==> config.mk <==
export PLATFORM = sky130hd
export DESIGN_NAME = vga_out_stage_flat
export DESIGN_NICKNAME = d
export VERILOG_FILES = /design/src/rtl/vga_out_stage_if.sv /design/src/rtl/vga_out_stage.sv /design/src/flat_wrapper.sv
export SDC_FILE = /design/constraint.sdc
export NUM_CORES = 1
export LEC_CHECK = 0
export ABC_CLOCK_PERIOD_IN_PS = 1800
export CELL_PAD_IN_SITES_DETAIL_PLACEMENT = 2
export CELL_PAD_IN_SITES_GLOBAL_PLACEMENT = 2
export CORE_UTILIZATION = 24
export DETAILED_ROUTE_END_ITERATION = 12
export PLACE_DENSITY = 0.85
export SLEW_MARGIN = 30
export SYNTH_ARGS = -nofsm -noshare
export SYNTH_HDL_FRONTEND = slang
export SYNTH_SLANG_ARGS = --single-unit
==> constraint.sdc <==
create_clock -name clk -period 1.8 [get_ports clk]
set_input_delay 0.45 -clock clk [delete_from_list [all_inputs] [get_ports clk]]
set_output_delay 0.45 -clock clk [all_outputs]
set_load 0.05 [all_outputs]
==> src/rtl/vga_out_stage_if.sv <==
// Video/audio bundle between the demo generator and the pin-side output stage.
// master: generator side (drives colour, syncs, audio, mode; receives pixel_en and pin outputs).
// slave:  output stage side (receives generator signals, drives pixel_en, uo_out, audio_pwm).
interface vga_out_stage_if #(
  parameter int IN_BITS    = 4,
  parameter int AUDIO_BITS = 8
) ();
  logic [3*IN_BITS-1:0]  rgb_in;     // {r,g,b}, MSB-first per channel
  logic                  active_in;  // 1 = active video pixel
  logic                  hsync_in;   // raw hsync, active high
  logic                  vsync_in;   // raw vsync, active high
  logic [AUDIO_BITS-1:0] audio_in;   // unsigned audio sample
  logic [1:0]            mode;       // bit0 dither enable, bit1 invert syncs on pins
  logic                  pixel_en;   // pixel strobe back to the generator
  logic [7:0]            uo_out;     // {hsync,b0,g0,r0,vsync,b1,g1,r1}
  logic                  audio_pwm;  // sigma-delta audio bit

  modport master (
    output rgb_in, active_in, hsync_in, vsync_in, audio_in, mode,
    input  pixel_en, uo_out, audio_pwm
  );

  modport slave (
    input  rgb_in, active_in, hsync_in, vsync_in, audio_in, mode,
    output pixel_en, uo_out, audio_pwm
  );
endinterface

==> src/rtl/vga_out_stage.sv <==
// Pin-side VGA output stage: pixel-clock enable, colour depth reduction with optional
// 4x4 ordered dither, blanking, sync polarity, TinyVGA pin packing and sigma-delta audio.
// Ports: clk, reset (sync, active-high), bus (vga_out_stage_if.slave). All outputs registered;
// video is sampled and uo_out updated only on pixel_en edges, audio runs every clock.
module vga_out_stage #(
  parameter int IN_BITS    = 4,
  parameter int OUT_BITS   = 2,
  parameter int DIV_LOG2   = 1,
  parameter int AUDIO_BITS = 8
) (
  input  logic           clk,
  input  logic           reset,
  vga_out_stage_if.slave bus
);

  localparam int D = IN_BITS - OUT_BITS;  // bits dropped per channel

  logic                  pixel_en_q;
  logic [1:0]            pos_x;
  logic [1:0]            pos_y;
  logic                  prev_active;
  logic [7:0]            uo_q;
  logic [7:0]            uo_nxt;
  logic [AUDIO_BITS-1:0] audio_acc;
  logic [AUDIO_BITS:0]   audio_sum;
  logic                  audio_pwm_q;

  // ---------------------------------------------------------------- pixel enable
  generate
    if (DIV_LOG2 == 0) begin : g_div_none
      always_ff @(posedge clk) begin
        if (reset) pixel_en_q <= 1'b0;
        else       pixel_en_q <= 1'b1;
      end
    end else begin : g_div
      logic [DIV_LOG2-1:0] div_cnt;
      // Strobe is registered from the all-ones count, so it lands one clock after it.
      always_ff @(posedge clk) begin
        if (reset) begin
          div_cnt    <= '0;
          pixel_en_q <= 1'b0;
        end else begin
          div_cnt    <= div_cnt + DIV_LOG2'(1);
          pixel_en_q <= &div_cnt;
        end
      end
    end
  endgenerate

  // ---------------------------------------------------------------- colour reduction
  function automatic logic [3:0] bayer(input logic [1:0] y, input logic [1:0] x);
    logic [3:0] v;
    case ({y, x})
      4'h0: v = 4'd0;   4'h1: v = 4'd8;   4'h2: v = 4'd2;   4'h3: v = 4'd10;
      4'h4: v = 4'd12;  4'h5: v = 4'd4;   4'h6: v = 4'd14;  4'h7: v = 4'd6;
      4'h8: v = 4'd3;   4'h9: v = 4'd11;  4'hA: v = 4'd1;   4'hB: v = 4'd9;
      4'hC: v = 4'd15;  4'hD: v = 4'd7;   4'hE: v = 4'd13;  default: v = 4'd5;
    endcase
    return v;
  endfunction

  // With D == 0 the fraction mask is empty, so the increment can never fire.
  function automatic logic [OUT_BITS-1:0] reduce(input logic [IN_BITS-1:0] c,
                                                 input logic [3:0]         bv,
                                                 input logic               dith);
    logic [OUT_BITS-1:0] q;
    logic [IN_BITS-1:0]  f;
    logic [IN_BITS-1:0]  t;
    logic                inc;
    logic [OUT_BITS:0]   sum;
    q   = OUT_BITS'(c >> D);
    f   = c & IN_BITS'((1 << D) - 1);
    t   = IN_BITS'(bv >> (4 - D));
    inc = dith && (f > t);
    sum = {1'b0, q} + {{OUT_BITS{1'b0}}, inc};
    if (sum[OUT_BITS]) return '1;  // saturate at full scale
    return sum[OUT_BITS-1:0];
  endfunction

  always_comb begin
    logic [3:0]          bv;
    logic [OUT_BITS-1:0] r_v, g_v, b_v;
    logic                hs, vs;
    bv  = bayer(pos_y, pos_x);
    r_v = reduce(bus.rgb_in[3*IN_BITS-1 -: IN_BITS], bv, bus.mode[0]);
    g_v = reduce(bus.rgb_in[2*IN_BITS-1 -: IN_BITS], bv, bus.mode[0]);
    b_v = reduce(bus.rgb_in[IN_BITS-1:0],            bv, bus.mode[0]);
    if (!bus.active_in) begin
      r_v = '0;
      g_v = '0;
      b_v = '0;
    end
    hs = bus.hsync_in ^ bus.mode[1];
    vs = bus.vsync_in ^ bus.mode[1];
    // Top bit goes to the *1 pins, bit 0 to the *0 pins; a 1-bit channel drives both.
    uo_nxt = {hs, b_v[0], g_v[0], r_v[0], vs,
              b_v[OUT_BITS-1], g_v[OUT_BITS-1], r_v[OUT_BITS-1]};
  end

  // ---------------------------------------------------------------- video registers
  always_ff @(posedge clk) begin
    if (reset) begin
      pos_x       <= 2'd0;
      pos_y       <= 2'd0;
      prev_active <= 1'b0;
      uo_q        <= 8'h00;
    end else if (pixel_en_q) begin
      pos_x <= bus.active_in ? pos_x + 2'd1 : 2'd0;
      // Raw vsync (not the pin polarity) restarts the dither rows and beats the line step.
      if (bus.vsync_in)
        pos_y <= 2'd0;
      else if (prev_active && !bus.active_in)
        pos_y <= pos_y + 2'd1;
      prev_active <= bus.active_in;
      uo_q        <= uo_nxt;
    end
  end

  // ---------------------------------------------------------------- audio
  // The carry out of the accumulator add is the output bit; only the low bits are kept.
  assign audio_sum = {1'b0, audio_acc} + {1'b0, bus.audio_in};

  always_ff @(posedge clk) begin
    if (reset) begin
      audio_acc   <= '0;
      audio_pwm_q <= 1'b0;
    end else begin
      audio_acc   <= audio_sum[AUDIO_BITS-1:0];
      audio_pwm_q <= audio_sum[AUDIO_BITS];
    end
  end

  assign bus.pixel_en  = pixel_en_q;
  assign bus.uo_out    = uo_q;
  assign bus.audio_pwm = audio_pwm_q;

endmodule

==> src/flat_wrapper.sv <==
// flat-port wrapper written by rule: the top's interface ports become plain ports
module vga_out_stage_flat 
#(
  parameter int IN_BITS    = 4,
  parameter int OUT_BITS   = 2,
  parameter int DIV_LOG2   = 1,
  parameter int AUDIO_BITS = 8
)
  (clk, reset, bus_rgb_in, bus_active_in, bus_hsync_in, bus_vsync_in, bus_audio_in, bus_mode, bus_pixel_en, bus_uo_out, bus_audio_pwm);
  vga_out_stage_if #(.IN_BITS(IN_BITS), .AUDIO_BITS(AUDIO_BITS)) bus_i ();
  input  logic clk;
  input  logic reset;
  input wire logic [$bits(bus_i.rgb_in)-1:0] bus_rgb_in;
  input wire logic [$bits(bus_i.active_in)-1:0] bus_active_in;
  input wire logic [$bits(bus_i.hsync_in)-1:0] bus_hsync_in;
  input wire logic [$bits(bus_i.vsync_in)-1:0] bus_vsync_in;
  input wire logic [$bits(bus_i.audio_in)-1:0] bus_audio_in;
  input wire logic [$bits(bus_i.mode)-1:0] bus_mode;
  output wire logic [$bits(bus_i.pixel_en)-1:0] bus_pixel_en;
  output wire logic [$bits(bus_i.uo_out)-1:0] bus_uo_out;
  output wire logic [$bits(bus_i.audio_pwm)-1:0] bus_audio_pwm;
  assign bus_i.rgb_in = bus_rgb_in;
  assign bus_i.active_in = bus_active_in;
  assign bus_i.hsync_in = bus_hsync_in;
  assign bus_i.vsync_in = bus_vsync_in;
  assign bus_i.audio_in = bus_audio_in;
  assign bus_i.mode = bus_mode;
  assign bus_pixel_en = bus_i.pixel_en;
  assign bus_uo_out = bus_i.uo_out;
  assign bus_audio_pwm = bus_i.audio_pwm;
  vga_out_stage #(.IN_BITS(IN_BITS), .OUT_BITS(OUT_BITS), .DIV_LOG2(DIV_LOG2), .AUDIO_BITS(AUDIO_BITS)) u_core (.clk(clk), .reset(reset), .bus(bus_i));
endmodule
==> results of run 1 <==
cell usage in the layout (no fill, tap or decap), drive strengths merged, types with 2 or more instances in the layout:
master and instances:
nor2 20, xnor2 4, nor3 5, o21a 2, nor2b 6, o21ai 3
a211oi 5, buf 30, o211ai 4, dfxtp 22, a21oi 15, clkdlybuf4s50 14
nor3b 2, dlygate4sd2 11, inv 8, ha 17, o31a 2, nand2 13
clkbuf 3
where the power goes:
| group | internal (uW) | switching, uW |
|---|---|---|
| clock network | 151 | 182 |
| logic | 454 | 378 |
| registers | 557 | 48.6 |
| total | 1160 | 609 |
cell families after synthesis:
kind of cell | after synthesis
flops | 22
mux | 2
xor+xnor | 4
buf+inv | 12
compound gates | 37
simple gates | 47
fa+ha+maj | 18
through the flow:
step	total power (uW)	hold slack (ns)	setup TNS (ns)	util	worst slack, ns
4_1_cts	1730	0.436	-0.000891	0.405	-0.000891
6_report	1770	0.446	-0.0314	0.423	-0.0314
2_1_floorplan	1000	0.385	0	-	0.00462
5_1_grt	1890	0.451	-0.303	0.423	-0.129
3_3_place_gp	1270	0.394	-3.55	0.372	-0.546
3_5_place_dp	1310	0.403	-4.20	0.372	-0.593
routing by layer:
layer	global-route usage	vias up	part of all wire
met5	0	-	0
met4	0.0406	0	0.011
met3	0.0357	3	0.031
met2	0.329	21	0.55
met1	0.182	602	0.41
li1	-	610	-
state kept, by name, indices dropped and copies added, names as in the netlist:
signal / count
u_core.audio_acc: 8
u_core.bus.uo_out: 8
u_core.bus.audio_pwm: 1
u_core.bus.pixel_en: 1
u_core.g_div.div_cnt: 1
u_core.pos_x: 1
u_core.pos_y: 1
u_core.prev_active: 1
area by class of cell:
cell class | instances | area share
timing repair buffer | 56 | 0.238
inverter | 8 | 0.0146
sequential | 22 | 0.216
tap | 67 | 0.0409
multi-input combinational | 108 | 0.470
clock buffer | 3 | 0.0201
timing repair:
action                                  4_1_cts  5_1_grt
hold endpoints to repair                      0        0
pin swaps                                    35       16
gates resized for setup                      31       17
buffers inserted                              2        0
endpoints found under the setup margin        8        8
worst max path at each step:
stage,to,startpoint,cells past startpoint
after global routing,u_core.bus.uo_out[4],u_core.pos_x[0],11
after floorplan,u_core.bus.audio_pwm,bus_audio_in[0],6
final,u_core.bus.uo_out[4],u_core.pos_x[0],11
after CTS,u_core.bus.uo_out[6],u_core.pos_y[0],10
after global placement,u_core.bus.audio_pwm,bus_audio_in[0],7
after detailed placement,u_core.bus.audio_pwm,bus_audio_in[0],7
==> impl_metrics.env, run 1 <==
export IMPL_status="finished, violations left"
export IMPL_violations="setup timing"
export IMPL_max_stage_delay_ns=0.34
export IMPL_cp_start_kind="flop"
export IMPL_synth_compound_area_frac=0.198
export IMPL_skew_ns=0.00604
export IMPL_post_route_cell_area_um2=2050
export IMPL_clock_sinks=22
export IMPL_final_cells=264
export IMPL_die_h_um=73.7
export IMPL_hold_class="flop to flop"
export IMPL_clk_pin_slew_ns=0.08
export IMPL_clockBufferDepth=2
export IMPL_syn_nets=187
export IMPL_layout_drive_gt1_share=0.345
export IMPL_detailed_place_hpwl_um=3020
export IMPL_clock_root_buffer="clkbuf_8"
export IMPL_fin_ws_ns=-0.0314
export IMPL_power_leakage_uw=0.000832
export IMPL_drt_iter0_drc=28
export IMPL_fin_nets=244
export IMPL_grt_pass1_vias=1434
export IMPL_grt_first_pass_wirelength_um=6840
export IMPL_fmax_ghz=0.546
export IMPL_post_drt_wl_per_cell_um=16.5
export IMPL_synth_top_cell_area_share=0.357
export IMPL_crit_path_end_kind="flop"
export IMPL_grt_max_degree=12
export IMPL_yosysMostFrequentCell="dfxtp_1"
export IMPL_setup_viol=1
export IMPL_dieArea_um2=5440
export IMPL_htreeDepth=1
export IMPL_ys_top_cells_by_count="dfxtp_1 (22), nor2_1 (20), ha_1 (17)"
export IMPL_grt_remaining_overflow=0
export IMPL_rsz0062_at_grt="true"
export IMPL_period_needed_ns=1.83
export IMPL_via_per_inst=4.68
export IMPL_drt_pass1_iterations=4
export IMPL_hold_viol=0
export IMPL_holdPathStages=1
export IMPL_cpLargestDelayFamily="adder cells"
export IMPL_grtUsageTotal=0.169
export IMPL_synthMuxAreaShare=0.0203
export IMPL_start_util=0.255
export IMPL_avgSynthCellArea_um2=8.70
export IMPL_synth_area_top_cells="dfxtp_1 (36%), ha_1 (17%), a21oi_1 (6.1%), nor2_1 (6.1%), nand2_1 (4.0%)"
export IMPL_relSlewSlack=0.660
export IMPL_r2r_end="u_core.bus.uo_out[4]"
export IMPL_antenna_found_initial=0
export IMPL_r2r_start="u_core.pos_x[0]"
export IMPL_r2r_cells=11
export IMPL_path_cells="xnor2_2 -> buf_6 -> ha_4 -> nand2_2 -> nand2_2 -> nor2_2 -> ha_1 -> a21oi_2 -> nor2_1 -> a21oi_1 -> nor2_1"
export IMPL_cp_slowest_cell="dfxtp_2"
export IMPL_ant_nets=0
export IMPL_netlist_instances=142
export IMPL_antenna_cells=0
export IMPL_drt_total_wl_um=4370
export IMPL_die_x_um=73.7
export IMPL_synth_cell_types=30
export IMPL_synth_edf_count=0
export IMPL_core_region_area_um2=4850
export IMPL_drv_cap=0
export IMPL_cp_arrival_ns=2.02
export IMPL_cp_required_ns=1.99
export IMPL_synth_xor_area_share=0.0284
export IMPL_num_io_pins=37
export IMPL_synth_area_um2=1230
export IMPL_ys_ff_latch=22
export IMPL_gp_congestion=0.793
export IMPL_vias=1236
export IMPL_path_max_fanout=3
export IMPL_drc=0
export IMPL_synth_top_family_by_area="compound AO/OA/AOI/OAI gates"
export IMPL_final_max_slew_viol_count=0
export IMPL_cts_buffers=3
export IMPL_multiInputGateArea_um2=965
export IMPL_seq_area_frac_synth=0.357
export IMPL_worst_slew_pin_slew_ns=0.509
export IMPL_seq_area_um2=443
export IMPL_critical_path_class="flop to flop"
export IMPL_yosysWarningCount=0
export IMPL_postCtsHoldBufs=0
export IMPL_cp_num_buf_inv=1
export IMPL_synthSimpleGateAreaFrac=0.171
export IMPL_post_dp_cell_area_um2=1800
export IMPL_num_rows=25
export IMPL_yosys_area_share_adder=0.188
export IMPL_area_growth_pct=66.2
export IMPL_hold_end="u_core.g_div.div_cnt"
export IMPL_r2r_setup_slack_ns=-0.03
export IMPL_cts_tree="yes"
export IMPL_p_per_area_nw_per_um2=863
export IMPL_async_flop_share=0
export IMPL_portBuffers=36
export IMPL_yosysTopAreaCell="dfxtp_1"
export IMPL_fill_cells=518
export IMPL_dp_cells=259
export IMPL_clk_latency_ns=0.28
export IMPL_min_from="u_core.g_div.div_cnt"
export IMPL_fin_crit_sh=1.02
export IMPL_peakVddDrop_mv=0.336
export IMPL_ys_flop_type="dfxtp_1"
Note: power is estimated with default switching activity, not from simulation.
==> run 2: changes to the inputs <==
--- a/config.mk
+++ b/config.mk
@@ -5,12 +5,12 @@
 export SDC_FILE = /design/constraint.sdc
 export NUM_CORES = 1
 export LEC_CHECK = 0
-export ABC_CLOCK_PERIOD_IN_PS = 1800
+export ABC_CLOCK_PERIOD_IN_PS = 1700
 export CELL_PAD_IN_SITES_DETAIL_PLACEMENT = 2
 export CELL_PAD_IN_SITES_GLOBAL_PLACEMENT = 2
-export CORE_UTILIZATION = 24
+export CORE_UTILIZATION = 27
 export DETAILED_ROUTE_END_ITERATION = 12
-export PLACE_DENSITY = 0.85
+export PLACE_DENSITY = 0.89
 export SLEW_MARGIN = 30
 export SYNTH_ARGS = -nofsm -noshare
 export SYNTH_HDL_FRONTEND = slang
==> constraint.sdc (replaced) <==
create_clock -name clk -period 1.7 [get_ports clk]
set_input_delay 0.425 -clock clk [delete_from_list [all_inputs] [get_ports clk]]
set_output_delay 0.425 -clock clk [all_outputs]
set_load 0.05 [all_outputs]
==> run 2 against run 1 <==
Effect of this change:
- the flow still finishes with violations (setup timing)
- clock power increased by 12%
- first-iteration DRC count fell by 39%
- clock skew is 0.0031 ns lower
- routed wire length fell by 1.6%
- sequential power is 5.6% higher
- global-route usage grew 1.3 points
- non-clock buffer count unchanged
- via count up 1.5%
- clock-buffer cell count increased by 1
==> impl_metrics.env, run 2 (synthesis gave the netlist of run 1 again) <==
export IMPL_setup_viol=4
export IMPL_clk_pin_slew_ns=0.08
export IMPL_htreeDepth=1
export IMPL_drt_iter0_drc=17
export IMPL_hold_viol=0
export IMPL_worst_slew_pin_slew_ns=0.485
export IMPL_fin_nets=244
export IMPL_p_sw_frac=0.337
export IMPL_startpoint="u_core.pos_x[0]"
export IMPL_path_cells="xnor2_4 -> buf_12 -> ha_4 -> a21oi_2 -> nor2_2 -> ha_1 -> a21oi_2 -> nor2_1 -> a21oi_1 -> nor2_1"
export IMPL_path_max_fanout=2
export IMPL_p_sw_uw=656
export IMPL_grt_max_degree=14
export IMPL_area_growth_pct=67.5
export IMPL_use_met1=0.161
export IMPL_mostFrequentLayoutCells="buf_4 (26), dfxtp_1 (18), nor2_1 (17)"
export IMPL_cts_buffers=3
export IMPL_drv_cap=0
export IMPL_grt_busiest_layer="met2"
export IMPL_cp_arrival_ns=1.99
export IMPL_portBuffers=36
export IMPL_fin_ws_ns=-0.131
export IMPL_cp_slowest_cell="dfxtp_4"
export IMPL_use_met3=0.0378
export IMPL_r2r_start="u_core.pos_x[0]"
export IMPL_seqPwrFrac=0.329
export IMPL_num_io_pins=37
export IMPL_final_max_slew_viol_count=0
export IMPL_via_per_inst=5.02
export IMPL_cts_tree="yes"
export IMPL_critical_path_class="flop to flop"
export IMPL_period_needed_ns=1.83
export IMPL_detailed_place_hpwl_um=3190
export IMPL_max_stage_delay_ns=0.37
export IMPL_grtUsageTotal=0.182
export IMPL_min_from="u_core.g_div.div_cnt"
export IMPL_p_int_uw=1290
export IMPL_clockBufferDepth=2
export IMPL_grt_first_pass_wirelength_um=6840
export IMPL_antenna_cells=0
export IMPL_core_region_area_um2=4380
export IMPL_die_h_um=69.6
export IMPL_fmax_ghz=0.546
export IMPL_violations="setup timing"
export IMPL_cp_required_ns=1.86
export IMPL_grt_remaining_overflow=0
export IMPL_gp_congestion=0.849
export IMPL_relSlewSlack=0.676
export IMPL_p_per_area_nw_per_um2=941
export IMPL_clock_root_buffer="clkbuf_8"
export IMPL_grt_pass1_vias=1446
export IMPL_dieArea_um2=4850
export IMPL_hold_class="flop to flop"
export IMPL_antenna_found_initial=0
export IMPL_rsz0062_at_grt="true"
export IMPL_start_util=0.282
export IMPL_place_worst_setup_slack_ns=-0.643
export IMPL_cp_start_kind="flop"
export IMPL_die_x_um=69.6
export IMPL_crit_path_end_kind="flop"
export IMPL_layout_drive_gt1_share=0.364
export IMPL_drt_pass1_iterations=2
export IMPL_cp_num_buf_inv=1
export IMPL_post_drt_wl_per_cell_um=17.2
export IMPL_num_rows=24
export IMPL_drt_total_wl_um=4290
export IMPL_clockPowerShare=0.192
export IMPL_peakVddDrop_mv=0.437
export IMPL_skew_ns=0.00292
export IMPL_status="finished, violations left"
export IMPL_clock_sinks=22
export IMPL_final_cells=250
export IMPL_drc=0
export IMPL_met2_usage=0.398
export IMPL_clk_latency_ns=0.26
export IMPL_final_common_cell="buf_4"
export IMPL_pwr_share_comb=0.479
export IMPL_fin_crit_sh=1.08
export IMPL_postCtsHoldBufs=0
export IMPL_power_leakage_uw=0.000850
export IMPL_ant_nets=0
export IMPL_vias=1254
export IMPL_dp_cells=241
export IMPL_cpLargestDelayFamily="adder cells"
-- run 2: cell count changes in the layout (fill, tap and decap cells not counted), sizes merged --
cell,delta
dlygate4sd2,-1
clkbuf,+1
buf,+1
-- run 2: area by class of cell --
type / instances / area (um^2)
well taps: 52 / 65.1
inverters: 8 / 30.0
clock buffers: 4 / 55.1
multi-input cells: 108 / 967
fillers: 471 / 2320
flip-flops and latches: 22 / 450
repair buffers: 56 / 500
-- run 2: worst reg2reg max path, delay by kind of cell (launching register included) --
family	cells	cell delay [ns]
AOI/OAI and AO/OA	3	0.38
DFF	1	0.37
xor gates and xnor gates	1	0.21
adders and majority gates	2	0.47
and+or+nand+nor	3	0.15
buffers and inverters	1	0.14
-- run 2: final timing paths --
check	end	slack, ns	depth (start not counted)
min	u_core.g_div.div_cnt	0.41	1
max reg2reg	u_core.bus.uo_out[5]	-0.13	10
min reg2reg	u_core.g_div.div_cnt	0.41	1
max	u_core.bus.uo_out[5]	-0.13	10
-- run 2: power groups by stage --
stage / logic (uW) / clock network [uW] / registers, uW
CTS: 859 / 396 / 641
global placement: 666 / 0 / 631
floorplan: 387 / 0 / 675
finish: 933 / 374 / 640
global route: 1010 / 410 / 647
detailed placement: 732 / 0 / 636
-- run 2: timing repair --
action / 4_1_cts / 5_1_grt
resized for setup: 35 / 19
setup buffers: 6 / 1
endpoints found under the setup margin: 11 / 11
pin swaps: 39 / 30
-- run 2: routing by layer --
| metal | routed length (um) | up-vias |
|---|---|---|
| met5 | 0 | - |
| met2 | 2490 | 29 |
| met3 | 212 | 6 |
| met4 | 63 | 0 |
| met1 | 1530 | 611 |
| li1 | - | 608 |
-- run 2: through the flow --
stage	setup TNS, ns	area, um^2	hold WS [ns]	power [uW]	util
CTS	-0.329	1980	0.415	1900	0.451
floorplan	-0.0704	1250	0.385	1060	-
detailed placement	-5.34	1760	0.402	1370	0.402
global placement	-4.50	1760	0.392	1300	0.402
global route	-1.03	2070	0.429	2070	0.472
finish	-0.405	2070	0.410	1950	0.472
==> run 3: changes to the inputs <==
--- a/config.mk
+++ b/config.mk
@@ -10,7 +10,8 @@
 export CELL_PAD_IN_SITES_GLOBAL_PLACEMENT = 2
 export CORE_UTILIZATION = 27
 export DETAILED_ROUTE_END_ITERATION = 12
-export PLACE_DENSITY = 0.89
+export MAX_ROUTING_LAYER = met4
+export PLACE_DENSITY_LB_ADDON = 0.1
 export SLEW_MARGIN = 30
 export SYNTH_ARGS = -nofsm -noshare
 export SYNTH_HDL_FRONTEND = slang
==> run 3 against run 2 <==
Effect of this change:
- the flow still finishes with violations (setup timing)
- clock power rose by 33%
- sequential share of layout area increased by 0.20 points
- critical path depth stayed put
- cell count did not move
- hold slack better by 0.0085 ns
- clock-buffer cell count down 1
- via count fell by 1.2%
- non-clock buffer count unchanged
- utilization decreased by 0.69 points
==> impl_metrics.env, run 3 (synthesis gave the netlist of run 1 again) <==
export IMPL_status="finished, violations left"
export IMPL_violations="setup timing"
export IMPL_cp_arrival_ns=1.96
export IMPL_area_growth_pct=65.0
export IMPL_antenna_found_initial=0
export IMPL_critical_path_class="flop to flop"
export IMPL_final_cells=250
export IMPL_num_rows=24
export IMPL_period_needed_ns=1.80
export IMPL_htreeDepth=1
export IMPL_final_common_cell="buf_4"
export IMPL_fmax_ghz=0.556
export IMPL_layout_drive_gt1_share=0.354
export IMPL_portBuffers=36
export IMPL_fin_nets=244
export IMPL_antenna_cells=0
export IMPL_ant_nets=0
export IMPL_grt_remaining_overflow=0
export IMPL_post_route_cell_area_um2=2040
export IMPL_post_dp_cell_area_um2=1790
export IMPL_clk_latency_ns=0.27
export IMPL_cp_required_ns=1.86
export IMPL_skew_ns=0.00562
export IMPL_cts_buffers=3
export IMPL_startpoint="u_core.pos_x[0]"
export IMPL_crit_path_end_kind="flop"
export IMPL_place_worst_setup_slack_ns=-0.673
export IMPL_drt_iter0_drc=37
export IMPL_num_io_pins=37
export IMPL_core_region_area_um2=4380
export IMPL_die_x_um=69.6
export IMPL_via_per_inst=4.96
export IMPL_relSlewSlack=0.703
export IMPL_detailed_place_hpwl_um=2950
export IMPL_mostFrequentLayoutCells="buf_4 (27), dfxtp_1 (18), nor2_1 (17)"
export IMPL_fin_crit_sh=1.06
export IMPL_final_util=0.465
export IMPL_setup_viol=4
export IMPL_grtUsageTotal=0.186
export IMPL_min_from="u_core.g_div.div_cnt"
export IMPL_peakVddDrop_mv=0.447
export IMPL_hold_viol=0
export IMPL_drt_pass1_iterations=3
export IMPL_worst_slew_pin_slew_ns=0.445
export IMPL_drv_cap=0
export IMPL_hold_class="flop to flop"
export IMPL_rsz0062_at_grt="true"
export IMPL_final_max_slew_viol_count=0
export IMPL_start_util=0.282
export IMPL_cp_start_kind="flop"
export IMPL_clock_sinks=22
export IMPL_clk_pin_slew_ns=0.09
export IMPL_grt_max_degree=14
export IMPL_cts_tree="yes"
export IMPL_power_leakage_uw=0.000841
export IMPL_fin_ws_ns=-0.0995
export IMPL_clock_root_buffer="clkbuf_8"
export IMPL_drt_total_wl_um=4330
export IMPL_die_h_um=69.6
export IMPL_grt_first_pass_wirelength_um=6780
export IMPL_grt_pass1_vias=1412
export IMPL_vias=1239
export IMPL_gp_congestion=0.854
export IMPL_dieArea_um2=4850
export IMPL_dp_cells=243
export IMPL_path_max_fanout=3
export IMPL_p_per_area_nw_per_um2=994
export IMPL_post_drt_wl_per_cell_um=17.3
export IMPL_clockBufferDepth=2
export IMPL_drc=0
export IMPL_r2r_start="u_core.pos_x[0]"
[run 3: per-stage QoR]
stage	total power, uW	TNS [ns]	hold slack (ns)
detailed placement	1380	-5.23	0.411
global placement	1330	-4.55	0.392
global route	2140	-0.692	0.443
finish	2030	-0.262	0.418
floorplan	1060	-0.0704	0.385
CTS	2010	-0.352	0.425
[run 3: per-layer routing]
layer | GRT usage | routed length, um | vias to the layer above
met2 | 0.376 | 2460 | 26
met4 | 0.0578 | 102 | 0
met5 | - | 0 | -
met1 | 0.174 | 1620 | 591
li1 | - | - | 612
met3 | 0.0320 | 148 | 10
[run 3: what timing repair did]
item	CTS	global route
buffers inserted	3	0
endpoints found under the setup margin	9	8
pin swaps	32	7
hold buffers	0	0
gates resized for setup	38	10
[run 3: final cells by class]
type | instances | area (um^2)
clock buffers | 3 | 41.3
fillers | 482 | 2350
flip-flops and latches | 22 | 448
multi-input cells | 108 | 927
clock inverters | 1 | 30.0
well taps | 52 | 65.1
inverters | 8 | 30.0
repair buffers | 56 | 497
[run 3: final timing paths]
path,endpoint,slack (ns),depth (start not counted)
max reg2reg,u_core.bus.uo_out[4],-0.1,10
min,u_core.g_div.div_cnt,0.42,1
max,u_core.bus.uo_out[4],-0.1,10
min reg2reg,u_core.g_div.div_cnt,0.42,1
[run 3: report_power, final]
part / internal (uW) / switching, uW / total, uW
Combinational: 467 / 416 / 883
Clock: 315 / 183 / 497
Sequential: 592 / 53.9 / 646
Total: 1370 / 653 / 2030
[run 3: critical path: stages (launching register included)]
cell     delay [ns]
dfxtp_2        0.34
xnor2_2        0.16
buf_6          0.15
ha_4           0.20
a21oi_2        0.14
nor2_2         0.06
ha_1           0.28
a21oi_2        0.11
nor2_1         0.07
a21oi_1        0.12
nor2_1         0.06
==> variant (config.mk and constraints of run 3) <==
`DIV_LOG2` is set to 1 in 2 places; all go to 0.
--- a/src/rtl/vga_out_stage.sv
+++ b/src/rtl/vga_out_stage.sv
@@ -6,5 +6,5 @@
   parameter int IN_BITS    = 4,
   parameter int OUT_BITS   = 2,
-  parameter int DIV_LOG2   = 1,
+  parameter int DIV_LOG2   = 0,
   parameter int AUDIO_BITS = 8
 ) (
--- a/src/flat_wrapper.sv
+++ b/src/flat_wrapper.sv
@@ -4,5 +4,5 @@
   parameter int IN_BITS    = 4,
   parameter int OUT_BITS   = 2,
-  parameter int DIV_LOG2   = 1,
+  parameter int DIV_LOG2   = 0,
   parameter int AUDIO_BITS = 8
 )
Formal check against the unedited RTL: not equivalent (Yosys sat finds a counterexample within 4 cycles, from zero or initial values and one cycle with reset high).
==> variant against run 3 <==
  * Sequential cell count shrank 1
  * Wire length fell by 2.7%
  * Synthesized area is 1.5% lower
  * Global-route usage increased by 0.57 points
  * Clock power is 31% lower
  * Power decreased by 2.5%
  * Sequential share of layout area shrank 1.1 points
  * Design area decreased by 0.43%
  * Worst hold slack better by 0.062 ns
  * Worst setup slack got worse by 0.012 ns
  * Highest routed layer unchanged
  * The run still ends with negative setup slack left
  * Sequential power shrank 3.6%
  * Clock skew grew 0.0029 ns
  * Core utilization is 0.12 points higher
==> variant: results (changes against run 3) <==
Outcome
  – Run status: finished with violations
  – Failing checks: negative setup slack

Final layout
  – Filler cells: 488 (+1.2%)
  – Final std cells w/o fill: 258 (+3.2%)
  – Layout cell share with drive strength beyond 1: 34.0% (-1.4 points)

Global routing
  – Largest net degree at the start of global routing: 13 (-1)
  – First-pass GRT wire length: 7040 um (+3.8%)
  – Vias in the first global route: 1465 (+3.8%)
  – All-Layer GR Usage: 19.2% (+0.57 points)

Pwr
  – Clock-net power: 0.342 mW (-31%)
  – Peak supply drop: 0.000530 V (+18%)
  – Leak: 0.904 nW (+7.4%)
  – P_comb: 1.01 mW (+14%)
  – Final Power: 1.98 mW (-2.5%)
  – Psw: 0.717 mW (+9.9%)

Route
  – Iter 0 DRT Violations: 32 (-14%)
  – Total number of vias: 1263 (+1.9%)
  – Wl on met1: 1570 um (-3.3%)
  – Wire length on met3: 103 um (-30%)
  – Drt total wl: 4210 um (-2.7%)
  – Met2 wire length: 2510 um (+2.2%)

Worst setup path
  – Critical path's largest stage delay: 0.34 ns (about the same)
  – Critical path endpoint: u_core.bus.uo_out[6]$_SDFFE_PP0P_
  – Worst R2R Path Depth: 11 (+1)
  – Worst reg2reg startpoint: u_core.pos_y[0]$_SDFFE_PP0P_
  – WP data arrival: 1.97 ns

Yosys
  – Most frequent cells after synthesis: dfxtp_1 (21), nor2_1 (19), a21oi_1 (17), ha_1 (17), nand2_1 (13)
  – Avg Cell Area, Syn: 8.50 um^2 (-2.2%)
  – Largest cells by area after synthesis: dfxtp_1 (35%), ha_1 (17%), a21oi_1 (7.0%), nor2_1 (5.9%), nand2_1 (4.0%)
  – Net Count, Synth: 188 (+0.53%)
  – Netlist cell types: 31 (+3.3%)
  – Mux share of post-synthesis cell area: 0.823% (-1.2 points)
  – Xor/xnor share of the synthesized area: 4.32% (+1.5 points)
  – Synth Area in Adders: 19.1% (+0.29 points)

Place
  – DP HPWL: 3330 um (+13%)
  – Placed insts: 249 (+2.5%)
  – Setup Slack @ Placement: -0.623 ns (+0.0495 ns)
  – Port Buffers: 36 (unchanged)
  – Dpl cell area: 0.00181 mm^2 (+1.2%)
  – RD Place Congestion: 0.716 (-16%)

Timing
  – Layout Skew: 0.00857 ns (+0.00294 ns)
  – Setup TNS: -0.384 ns (-0.122 ns)
  – Final WS setup: -0.111 ns (-0.0119 ns)
  – Final setup fails: 5 (+1)
  – Slew HR: 80.4% (+10 points)
  – Hold WS: 0.480 ns (+0.0619 ns)

Min path
  – Hold path depth: 2 (+1)
  – Worst Min Path Start: u_core.bus.uo_out[2]$_SDFFE_PP0P_
  – Worst Hold Path EP: u_core.bus.uo_out[2]$_SDFFE_PP0P_

Clock network
  – H-tree Lvls: 1 (unchanged)
-- variant: cell types whose count changed after synthesis, sizes merged, moves of 2 or more --
cell / run 3 / this run
a211oi: 5 / 2
a21o: 1 / 3
nor4b: 0 / 2
nor4bb: 0 / 2
o21a: 2 / 0
o31a: 2 / 0
nand2b: 0 / 2
nor2b: 6 / 2
a21boi: 0 / 2
nand3: 0 / 2
a21oi: 15 / 17
-- variant: worst max-delay path, delay by kind of cell (launching register included) --
kind	cells	cell delay, ns
buffers and inverters	1	0.14
AO/OA/AOI/OAI	2	0.24
AND/OR/NAND/NOR	5	0.27
XOR/XNOR	1	0.13
flip-flops	1	0.34
adder cells (fa/ha/maj)	2	0.57
-- variant: cell type report --
cell class | count | area, um^2 | area share (%)
Clock inverter | 1 | 5.00 | 0.247
Tap cell | 52 | 65.1 | 3.21
Clock buffer | 3 | 41.3 | 2.03
Multi-Input combinational cell | 108 | 921 | 45.4
Inverter | 10 | 37.5 | 1.85
Timing Repair Buffer | 63 | 536 | 26.4
Sequential cell | 21 | 424 | 20.9
-- variant: metal layers --
layer,GRT usage (%),up-vias
li1,-,622
met1,18.5,620
met2,38.1,19
met3,3.51,2
met4,5.22,0
met5,-,-
-- variant: repair_timing --
item,in CTS,in global routing
hold endpoints to repair,0,0
pin swaps,21,20
hold buffers,0,0
gates resized for setup,33,10
buffers inserted,4,1
endpoints found under the setup margin,12,11
-- variant: cell families (layout without fill, tap and decap cells) --
logic type,Yosys count,count (layout)
XOR/XNOR,6,6
multiplexers,1,1
flip-flops,21,21
AND/OR/NAND/NOR,50,50
AO/OA/AOI/OAI,33,33
buffers and inverters,14,77
adder cells (fa/ha/maj),18,18
